==> config.mk <==
export PLATFORM = sky130hd
export DESIGN_NAME = fir_out_packer
export DESIGN_NICKNAME = d
export VERILOG_FILES = /design/src/rtl/fir_pkg.sv /design/src/rtl/fir_out_packer_fifo.sv /design/src/rtl/fir_out_packer.sv
export SDC_FILE = /design/constraint.sdc
export NUM_CORES = 1
export LEC_CHECK = 0
export ABC_AREA = 1
export BUFFER_PORTS_ARGS = -buffer_cell sky130_fd_sc_hd__buf_2
export CORE_MARGIN = 3
export CORE_UTILIZATION = 35
export DETAILED_ROUTE_END_ITERATION = 10
export PLACE_DENSITY = 0.51
export RECOVER_POWER = 25
export SETUP_SLACK_MARGIN = 0.15
export SYNTH_ARGS = -nofsm -noshare
export SYNTH_HDL_FRONTEND = slang
export SYNTH_SLANG_ARGS = --single-unit
==> constraint.sdc <==
create_clock -name clk -period 6.6 [get_ports clk]
set_input_delay 0.99 -clock clk [delete_from_list [all_inputs] [get_ports clk]]
set_output_delay 0.99 -clock clk [all_outputs]
set_load 0.005 [all_outputs]
==> src/rtl/fir_pkg.sv <==
// fir_pkg: sample types, saturation limits and the round/saturate helper for the FIR output stage
package fir_pkg;
    localparam int IN_W    = 32;
    localparam int OUT_W   = 16;
    localparam int SAT_MAX = 2**(OUT_W-1) - 1;
    localparam int SAT_MIN = -(2**(OUT_W-1));
    typedef logic signed [IN_W-1:0]  sample_in_t;
    typedef logic signed [OUT_W-1:0] sample_out_t;
    function automatic sample_out_t sat_round(input sample_in_t x, input int shift);
        logic signed [IN_W:0] half;
        logic signed [IN_W:0] w;
        half = '0;
        if (shift > 0) half[shift-1] = 1'b1;
        w = ($signed({x[IN_W-1], x}) + half) >>> shift;
        if (w > (IN_W+1)'(SAT_MAX)) return sample_out_t'(SAT_MAX);
        if (w < (IN_W+1)'(SAT_MIN)) return sample_out_t'(SAT_MIN);
        return sample_out_t'(w);
    endfunction
endpackage

==> src/rtl/fir_out_packer_fifo.sv <==
// sync_fifo: first-word-fall-through FIFO; a push at full succeeds only alongside a pop
module sync_fifo #(
    parameter int WIDTH = 65,
    parameter int DEPTH = 16
) (
    input  logic                     clk,
    input  logic                     rst,
    input  logic                     push,
    input  logic [WIDTH-1:0]         din,
    input  logic                     pop,
    output logic [WIDTH-1:0]         dout,
    output logic                     full,
    output logic                     empty,
    output logic [$clog2(DEPTH):0]   count
);
    localparam int AW = $clog2(DEPTH);
    logic [WIDTH-1:0] mem [DEPTH];
    logic [AW-1:0] wp, rp;
    logic wr, rd;
    assign full  = count == (AW+1)'(DEPTH);
    assign empty = count == '0;
    assign wr    = push && (!full || pop);
    assign rd    = pop && !empty;
    assign dout  = empty ? '0 : mem[rp];
    // storage array, written on every accepted push
    always_ff @(posedge clk) begin
        if (wr) mem[wp] <= din;
    end
    // pointers and occupancy
    always_ff @(posedge clk) begin
        if (rst) begin
            wp    <= '0;
            rp    <= '0;
            count <= '0;
        end else begin
            if (wr) wp <= wp + 1'b1;
            if (rd) rp <= rp + 1'b1;
            count <= count + (AW+1)'(wr) - (AW+1)'(rd);
        end
    end
endmodule

==> src/rtl/fir_out_packer.sv <==
// fir_out_packer: rescale/round/saturate FIR samples, pack them into beats and stream them out
module fir_out_packer #(
    parameter int IN_W        = 32,
    parameter int OUT_W       = 16,
    parameter int SHIFT       = 0,
    parameter int PACK        = 4,
    parameter int FIFO_DEPTH  = 16,
    parameter int FRAME_BEATS = 4
) (
    input  logic                          clk,
    input  logic                          rst,
    input  logic                          s_tvalid,
    input  logic [IN_W-1:0]               s_tdata,
    output logic                          m_tvalid,
    input  logic                          m_tready,
    output logic [PACK*OUT_W-1:0]         m_tdata,
    output logic                          m_tlast,
    input  logic                          clear_ovf,
    output logic                          overflow,
    output logic [15:0]                   drop_cnt,
    output logic [$clog2(FIFO_DEPTH):0]   fill
);
    import fir_pkg::*;
    localparam int BW = PACK*OUT_W;
    localparam int IW = $clog2(PACK+1);
    localparam int FW = $clog2(FRAME_BEATS+1);
    logic s1_valid;
    sample_out_t s1_data;
    logic [BW-1:0] pack;
    logic [IW-1:0] idx;
    logic beat_rdy;
    logic [FW-1:0] frame;
    logic full, empty, pop, drop, accept, tlast;
    assign m_tvalid = !empty;
    assign pop      = m_tvalid && m_tready;
    assign accept   = beat_rdy && (!full || pop);
    assign drop     = beat_rdy && full && !pop;
    assign tlast    = frame == FW'(FRAME_BEATS-1);
    // stage 1: round and saturate each incoming sample
    always_ff @(posedge clk) begin
        if (rst) begin
            s1_valid <= 1'b0;
            s1_data  <= '0;
        end else begin
            s1_valid <= s_tvalid;
            if (s_tvalid) s1_data <= sat_round(s_tdata, SHIFT);
        end
    end
    // stage 2: drop samples into slots, flag a full beat for the FIFO on the following edge
    always_ff @(posedge clk) begin
        if (rst) begin
            pack     <= '0;
            idx      <= '0;
            beat_rdy <= 1'b0;
        end else begin
            beat_rdy <= s1_valid && idx == IW'(PACK-1);
            if (s1_valid) begin
                pack[idx*OUT_W +: OUT_W] <= s1_data;
                idx <= idx == IW'(PACK-1) ? '0 : idx + 1'b1;
            end
        end
    end
    // frame position advances only on beats actually stored
    always_ff @(posedge clk) begin
        if (rst) frame <= '0;
        else if (accept) frame <= tlast ? '0 : frame + 1'b1;
    end
    // overflow status; a drop in the same cycle as clear_ovf takes priority
    always_ff @(posedge clk) begin
        if (rst) begin
            overflow <= 1'b0;
            drop_cnt <= '0;
        end else if (drop) begin
            overflow <= 1'b1;
            drop_cnt <= clear_ovf ? 16'd1 : (drop_cnt == 16'hFFFF ? drop_cnt : drop_cnt + 16'd1);
        end else if (clear_ovf) begin
            overflow <= 1'b0;
            drop_cnt <= '0;
        end
    end
    sync_fifo #(.WIDTH(BW+1), .DEPTH(FIFO_DEPTH)) u_fifo (
        .clk   (clk),
        .rst   (rst),
        .push  (beat_rdy),
        .din   ({tlast, pack}),
        .pop   (pop),
        .dout  ({m_tlast, m_tdata}),
        .full  (full),
        .empty (empty),
        .count (fill)
    );
endmodule

==> metrics.md, run 1 <==
| Metric | Value |
|---|---|
| Relative slew slack | `~20%` |
| Synth Area in Simple Gates | `10.65%` |
| Pint | `12850 uW` |
| Largest family of logic cells by synthesized area | `compound AO/OA/AOI/OAI gates` |
| CP startpoint kind | `flip-flop` |
| Max Cap Viol | `0` |
| Final-report max-slew violation count | `0` |
| Final nets | `3952` |
| Critical register-to-register path startpoint | `idx[0]` |
| Synth unique cells | `35` |
| Seq pwr share | `44.9%` |
| Max clock buf depth | `3` |
| Met3 Use GR | `under 10%` |
| Switching component of the power | `5228 uW` |
| Placeable Area | `0.1306 mm2` |
| Global routing's busiest layer | `met2` |
| Die W | `370.1 um` |
| Placed cell area | `0.04865 mm2` |
| Design Area, Final | `0.05247 mm2` |
| Hold crit path type | `flip-flop to flip-flop` |
| Clock power frac | `36.4%` |
| Critical path capture point type | `primary output` |
| CTS sink count | `1162` |
| Worst Path Arrival | `just under 4 ns` |
| Final number of setup-violating endpoints | `0` |
| Worst Reg-to-Reg Cells | `6` |
| DRT antenna net count | `0` |
| Die height | `around 370 um` |
| Grt total ovfl | `0` |
| Status | `finished clean` |
| M1 GR Usage | `26.25%` |
| Crit-path max FO | `93` |
| RSZ-0062 raised after global routing | `false` |
| Register area share after synthesis | `72.56%` |
| Wire length per cell | `22.46 um` |
| IO Port Bufs | `around 120` |
| Final Critical Period | `4.906 ns` |
| Final hold vios | `0` |
| Largest net degree at the start of global routing | `203` |
| Router iterations before antenna repair | `5` |
| Vias | `29427` |
| Clock Skews | `0.03130 ns` |
| DR vias/cell | `5.125` |
| Synth-to-Final Area Change | `13.07%` |
| Gpl congestion | `0.8115` |
| Crit path kind | `flip-flop to primary output` |
| Worst-margin pin slew | `1.205 ns` |
| WP data required | `5.61 ns` |
| Final WL | `~130 mm` |
| Post-Syn Instances | `3859` |
| HP Start | `overflow` |
| Global-route wire length before repair | `189.6 mm` |
| Hold endpoint | `overflow` |
| # DRC | `0` |
| Fill count | `12313` |
| Yosys reg bits | `1162` |
| Hold path depth | `2` |
| DRT iter0 DRCs | `roughly 2700` |
| Post-route clock period utilization | `74.34%` |
| Layout cells sized above 1 | `9.402%` |
| Cell Pwr Density | `~340 mW/mm2` |
| Setup tns final | `0 ns` |
| Die ar. | `between 0.1 and 0.15 mm2` |
| Initial antenna violation count | `3` |
| Post_cts resized | `0` |
| Initial core utilization | `35.52%` |
| CTS Root Cell | `clkbuf_16` |
| Pleak | `about 0.017 uW` |
| Rows | `about 130` |
| CTS buffer count | `roughly 120` |
| Worst IR Drop VDD | `0.2210 mV` |
| CTS tree | `yes` |
| Post-synthesis mux area share | `0%` |
| Avg Cell Area, Syn | `12.02 um2` |
| GRT Util Overall | `18.54%` |
| Clock-pin slew on the worst setup and hold paths | `about 0.06 ns` |
| Switching share of power | `approximately 29%` |
| Vias in the first global route | `27992` |
| Hold-fix buffers at CTS | `0` |
| DP HPWL | `~64 mm` |
| Combinational power share | `a little under a fifth` |
| Syn nets | `3913` |
| R2R Setup Slk | `3.23 ns` |
| Fraction of the mapped netlist area in adder cells | `0.4746%` |
| Max Clock Freq | `about 200 MHz` |
| Mapped Area | `about 0.046 mm2` |
| Global Route met2 Usage | `29.37%` |
| Post-synthesis compound-gate area fraction | `12.40%` |
| Warnings, synthesis | `0` |
| XOR/XNOR Fraction of Synth Area | `0.05662%` |
| CTS H-Tree Depth | `3` |
| Post-CTS setup buffers | `0` |
| I/O pins | `125` |
| Worst-skew pair later-pin latency | `0.71 ns` |
| R2R Path End | `pack[63]` |
## per-layer routing
metal	share of wire, %	vias to the layer above
met5	0.014	-
met4	2.5	4
met3	5.7	195
met2	47	811
met1	45	14467
li1	-	13950
## critical path, stage by stage (launching register included)
cell      delay (ns)
dfxtp_4         0.82
buf_4           0.86
o21ai_0         0.22
o211ai_1        0.26
nand3_1         0.11
a21oi_1         0.53
buf_2           0.22
## cell type report
cell class | instances | area [um2] | share of cell area [%]
clock buffer | 169 | 3319 | 6.327
timing repair buffer | 174 | 1159 | 2.208
multi-input combinational | 2298 | 11070 | 21.10
inverter | 143 | 554.3 | 1.056
sequential | 1162 | 33690 | 64.21
clock inverter | 53 | 493.0 | 0.9396
antenna | 1 | 2.502 | 0.004770
tap | 1742 | 2180 | 4.154
## synth_stat cells
cell	count	area (um2)
nand3b_1	1	7.510
inv_1	136	510.5
o21ai_0	411	2057
o21bai_1	2	15.01
dfxtp_1	122	2442
a211oi_1	2	15.01
edfxtp_1	1040	31230
fa_1	1	20.02
ha_1	16	200.2
clkbuf_1	145	544.3
xor2_1	1	8.760
o21ai_1	189	945.9
nand3_2	1	10.01
nor3_1	5	25.02
nor2_1	881	3307
nand2_1	174	653.1
nand4_1	7	43.79
xnor2_1	2	17.52
buf_4	10	75.07
nand3_1	167	835.8
buf_2	46	230.2
and2_1	1	6.260
a21oi_1	204	1021
nor4_1	1	6.260
inv_2	4	15.01
o211a_1	1	10.01
buf_1	30	112.6
nor2_4	1	11.26
nor2_2	2	12.51
nor4_2	1	12.51
o211ai_1	225	1689
nand2_2	2	12.51
buf_8	2	30.03
clkinv_1	3	11.26
buf_6	23	259.0
## stage by stage
step	setup WS [ns]	util [%]	power (uW)	hold WS, ns	cells
3_5_place_dp	2.422	37.24	11710	0.4532	5519
5_1_grt	1.307	40.16	18960	0.4778	5741
6_report	1.694	40.16	18070	0.4581	5742
2_1_floorplan	1.936	-	10440	0.4517	3859
4_1_cts	1.644	40.16	18300	0.4697	5741
3_3_place_gp	2.363	37.24	11700	0.4502	5519
## registers in the layout, indices dropped and copies added, names as in the netlist, named ones only
signal and cells:
u_fifo.mem 1040, pack 64, drop_cnt 16, s1_data 16, u_fifo.count 5, u_fifo.rp 4
u_fifo.wp 4, frame 3, idx 3, beat_rdy 1, overflow 1, s1_valid 1
## cells in the final DEF, fill, tap and decap left out, types with 118 or more instances in the layout
master	n
a21oi_1	204
dfxtp_1	118
o21ai_1	189
buf_2	124
nand3_1	167
inv_1	131
clkbuf_16	122
nor2_1	865
edfxtp_1	1040
o21ai_0	411
o211ai_1	225
nand2_1	174
## worst max path at each step
stage / start / end / slack [ns] / cells past startpoint
3_3_place_gp: flip-flop / m_tdata[14] / 2.36 / 8
3_5_place_dp: flip-flop / m_tdata[14] / 2.42 / 6
6_report: flip-flop / m_tdata[15] / 1.69 / 6
4_1_cts: flip-flop / m_tdata[14] / 1.64 / 6
5_1_grt: flip-flop / m_tdata[14] / 1.31 / 6
2_1_floorplan: m_tready / u_fifo.mem[11][0] / 1.94 / 6
## cell families after synthesis
group	after synthesis
DFF	1162
xor gates and xnor gates	3
and+or+nand+nor	1244
buffers and inverters	399
AOI/OAI and AO/OA	1034
adders and majority gates	17
## power groups by stage
stage / clock network, uW / logic, uW / registers, uW
2_1_floorplan: 0 / 2280 / 8160
3_3_place_gp: 0 / 3420 / 8270
3_5_place_dp: 0 / 3440 / 8280
4_1_cts: 6730 / 3450 / 8120
5_1_grt: 7020 / 3800 / 8130
6_report: 6590 / 3370 / 8120
No activity file was read; power rests on OpenSTA's default activity.
==> run 2, diff against run 1 <==
- clock period: 6.6 -> 4.9 ns (I/O delays scaled with it)
==> run 2 against run 1 <==
Clock-buffer cell count unchanged; worst setup slack worse by 0.97 ns; first-iteration DRC count up 3.0%; total power up 36%; highest routed layer is now met4.
==> metrics.md, run 2 (synthesis results as in run 1) <==
| Metric | Value |
|---|---|
| Vias | `29803 (+1.3%)` |
| CTS Root Cell | `clkbuf_16` |
| Worst-skew pair later-pin latency | `0.71 ns (about the same)` |
| Rows | `132 (unchanged)` |
| Initial core utilization | `35.52% (unchanged)` |
| Post-CTS setup buffers | `0 (unchanged)` |
| Most common cell after layout, fill and taps aside | `edfxtp_1` |
| Final nets | `3975 (+0.58%)` |
| # DRC | `0 (unchanged)` |
| CTS H-Tree Depth | `3 (unchanged)` |
| CTS tree | `yes` |
| I/O pins | `125 (unchanged)` |
| Largest registers | `u_fifo.mem x1040, pack x64` |
| Switching share of power | `28.87% (-0.054 points)` |
| Crit path kind | `flip-flop to primary output` |
| Status | `finished clean` |
| Max clock buf depth | `3 (unchanged)` |
| Die height | `370.1 um (unchanged)` |
| Worst-margin pin slew | `1.077 ns (-0.1286 ns)` |
| ANT cells | `0 (-1)` |
| GRT Util Overall | `18.48% (-0.060 points)` |
| Final Critical Period | `4.176 ns` |
| Die ar. | `0.1370 mm2 (unchanged)` |
| Final std cells w/o fill | `5766 (+0.42%)` |
| Setup tns final | `0 ns (unchanged)` |
| Grt total ovfl | `0 (unchanged)` |
| Max Clock Freq | `239.4 MHz` |
| Vias in the first global route | `28491 (+1.8%)` |
| Critical path capture point type | `primary output` |
| Global-route wire length before repair | `190.4 mm (+0.41%)` |
| Post-route clock period utilization | `85.23%` |
| Final hold vios | `0 (unchanged)` |
| Relative slew slack | `28.21% (+8.6 points)` |
| Switching component of the power | `7077 uW (+35%)` |
| Synth-to-Final Area Change | `13.87%` |
| Gpl congestion | `0.8041 (-0.91%)` |
| Wire length per cell | `22.31 um (-0.68%)` |
| Largest net degree at the start of global routing | `157 (-23%)` |
| Router iterations before antenna repair | `5 (unchanged)` |
| Placeable Area | `0.1306 mm2 (unchanged)` |
| Post_cts resized | `0 (unchanged)` |
| Worst Path Arrival | `3.44 ns (-0.48 ns)` |
| Placed Cells | `5541 (+0.40%)` |
| Final-report max-slew violation count | `0 (unchanged)` |
| Initial antenna violation count | `2 (-1)` |
| Most frequent cells in the layout | `edfxtp_1 (1040), nor2_1 (865), o21ai_0 (411), o211ai_1 (225), a21oi_1 (204)` |
| DP HPWL | `65.96 mm (+2.9%)` |
| IO Port Bufs | `124 (unchanged)` |
| Largest register by flop count | `u_fifo.mem` |
| CTS buffer count | `120 (+0.84%)` |
| Seq pwr share | `44.5% (-0.4 points)` |
| Hold_ws | `0.2744 ns (-0.1837 ns)` |
| Hold-fix buffers at CTS | `0 (unchanged)` |
| DRT antenna net count | `0 (unchanged)` |
| Die W | `370.1 um (unchanged)` |
| Pleak | `0.01735 uW (+2.2%)` |
| Pint | `17430 uW (+36%)` |
| RSZ-0062 raised after global routing | `false` |
| WP data required | `4.16 ns (-1.45 ns)` |
| R2R Setup Slk | `1.80 ns (-1.43 ns)` |
| Clock Skews | `0.02308 ns (-0.008218 ns)` |
| Hold crit path type | `input pin to flip-flop` |
| Layout cells sized above 1 | `10.04% (+0.64 points)` |
| CP startpoint kind | `flip-flop` |
| Cell Pwr Density | `463.9 mW/mm2 (+35%)` |
| Clock power frac | `36.6% (+0.2 points)` |
| Max Cap Viol | `0 (unchanged)` |
| Max reg flops | `1040 (unchanged)` |
| Combinational power share | `18.9% (+0.3 points)` |
| Crit-path max FO | `156 (+68%)` |
| Final number of setup-violating endpoints | `0 (unchanged)` |
| Clock-pin slew on the worst setup and hold paths | `0.06 ns (about the same)` |
| Worst IR Drop VDD | `0.3249 mV (+47%)` |
| CTS sink count | `1162 (unchanged)` |
| DRT iter0 DRCs | `2788 (+3.0%)` |
| DR vias/cell | `5.169 (+0.86%)` |
| Final WL | `128.6 mm (-0.27%)` |
## run 2: stage by stage
step	total power, uW	util [%]	cell area, um2	setup slack, ns
2_1_floorplan	14110	-	46400	0.4912
3_5_place_dp	15860	37.48	48970	1.455
4_1_cts	24810	40.45	52840	0.6615
3_3_place_gp	15840	37.48	48970	1.434
6_report	24510	40.45	52840	0.7237
5_1_grt	25710	40.45	52840	0.4942
## run 2: layout make-up
cell class / count / area, um2
Tap cell: 1742 / 2180
Timing Repair Buffer: 196 / 1473
Fill cell: 12241 / 77800
Sequential cell: 1162 / 33690
Clock buffer: 169 / 3417
Inverter: 143 / 554.3
Multi-Input combinational cell: 2298 / 11070
Clock inverter: 56 / 456.7
## run 2: worst paths after layout
path                            cells past startpoint           endpoint            start
worst min register to register                      2           overflow         overflow
worst max-delay path                                6        m_tdata[14]        flip-flop
worst min-delay path                                3        s1_data[15]         s_tvalid
worst max register to register                     10  u_fifo.mem[4][25]  u_fifo.count[2]
## run 2: critical path, stage by stage (launching register included)
cell	delay, ns
dfxtp_4	0.82
buf_12	0.58
o21ai_0	0.19
o211ai_1	0.20
nand3_1	0.09
a21oi_1	0.47
buf_2	0.21
## run 2: power by group through the flow
stage | logic (uW) | clock network (uW) | registers [uW]
final | 4630 | 8960 | 10900
after global routing | 5240 | 9540 | 10900
after CTS | 4750 | 9150 | 10900
after detailed placement | 4730 | 0 | 11100
after global placement | 4710 | 0 | 11100
after floorplan | 3110 | 0 | 11000
## run 2: routing by layer
layer  routed length, um  vias up  track usage (%)
li1                    -    14005                -
met1               59100    14890            26.51
met5                   0        -                0
met3                6622      140            2.310
met4                2002        0            4.323
met2               60890      768            29.94
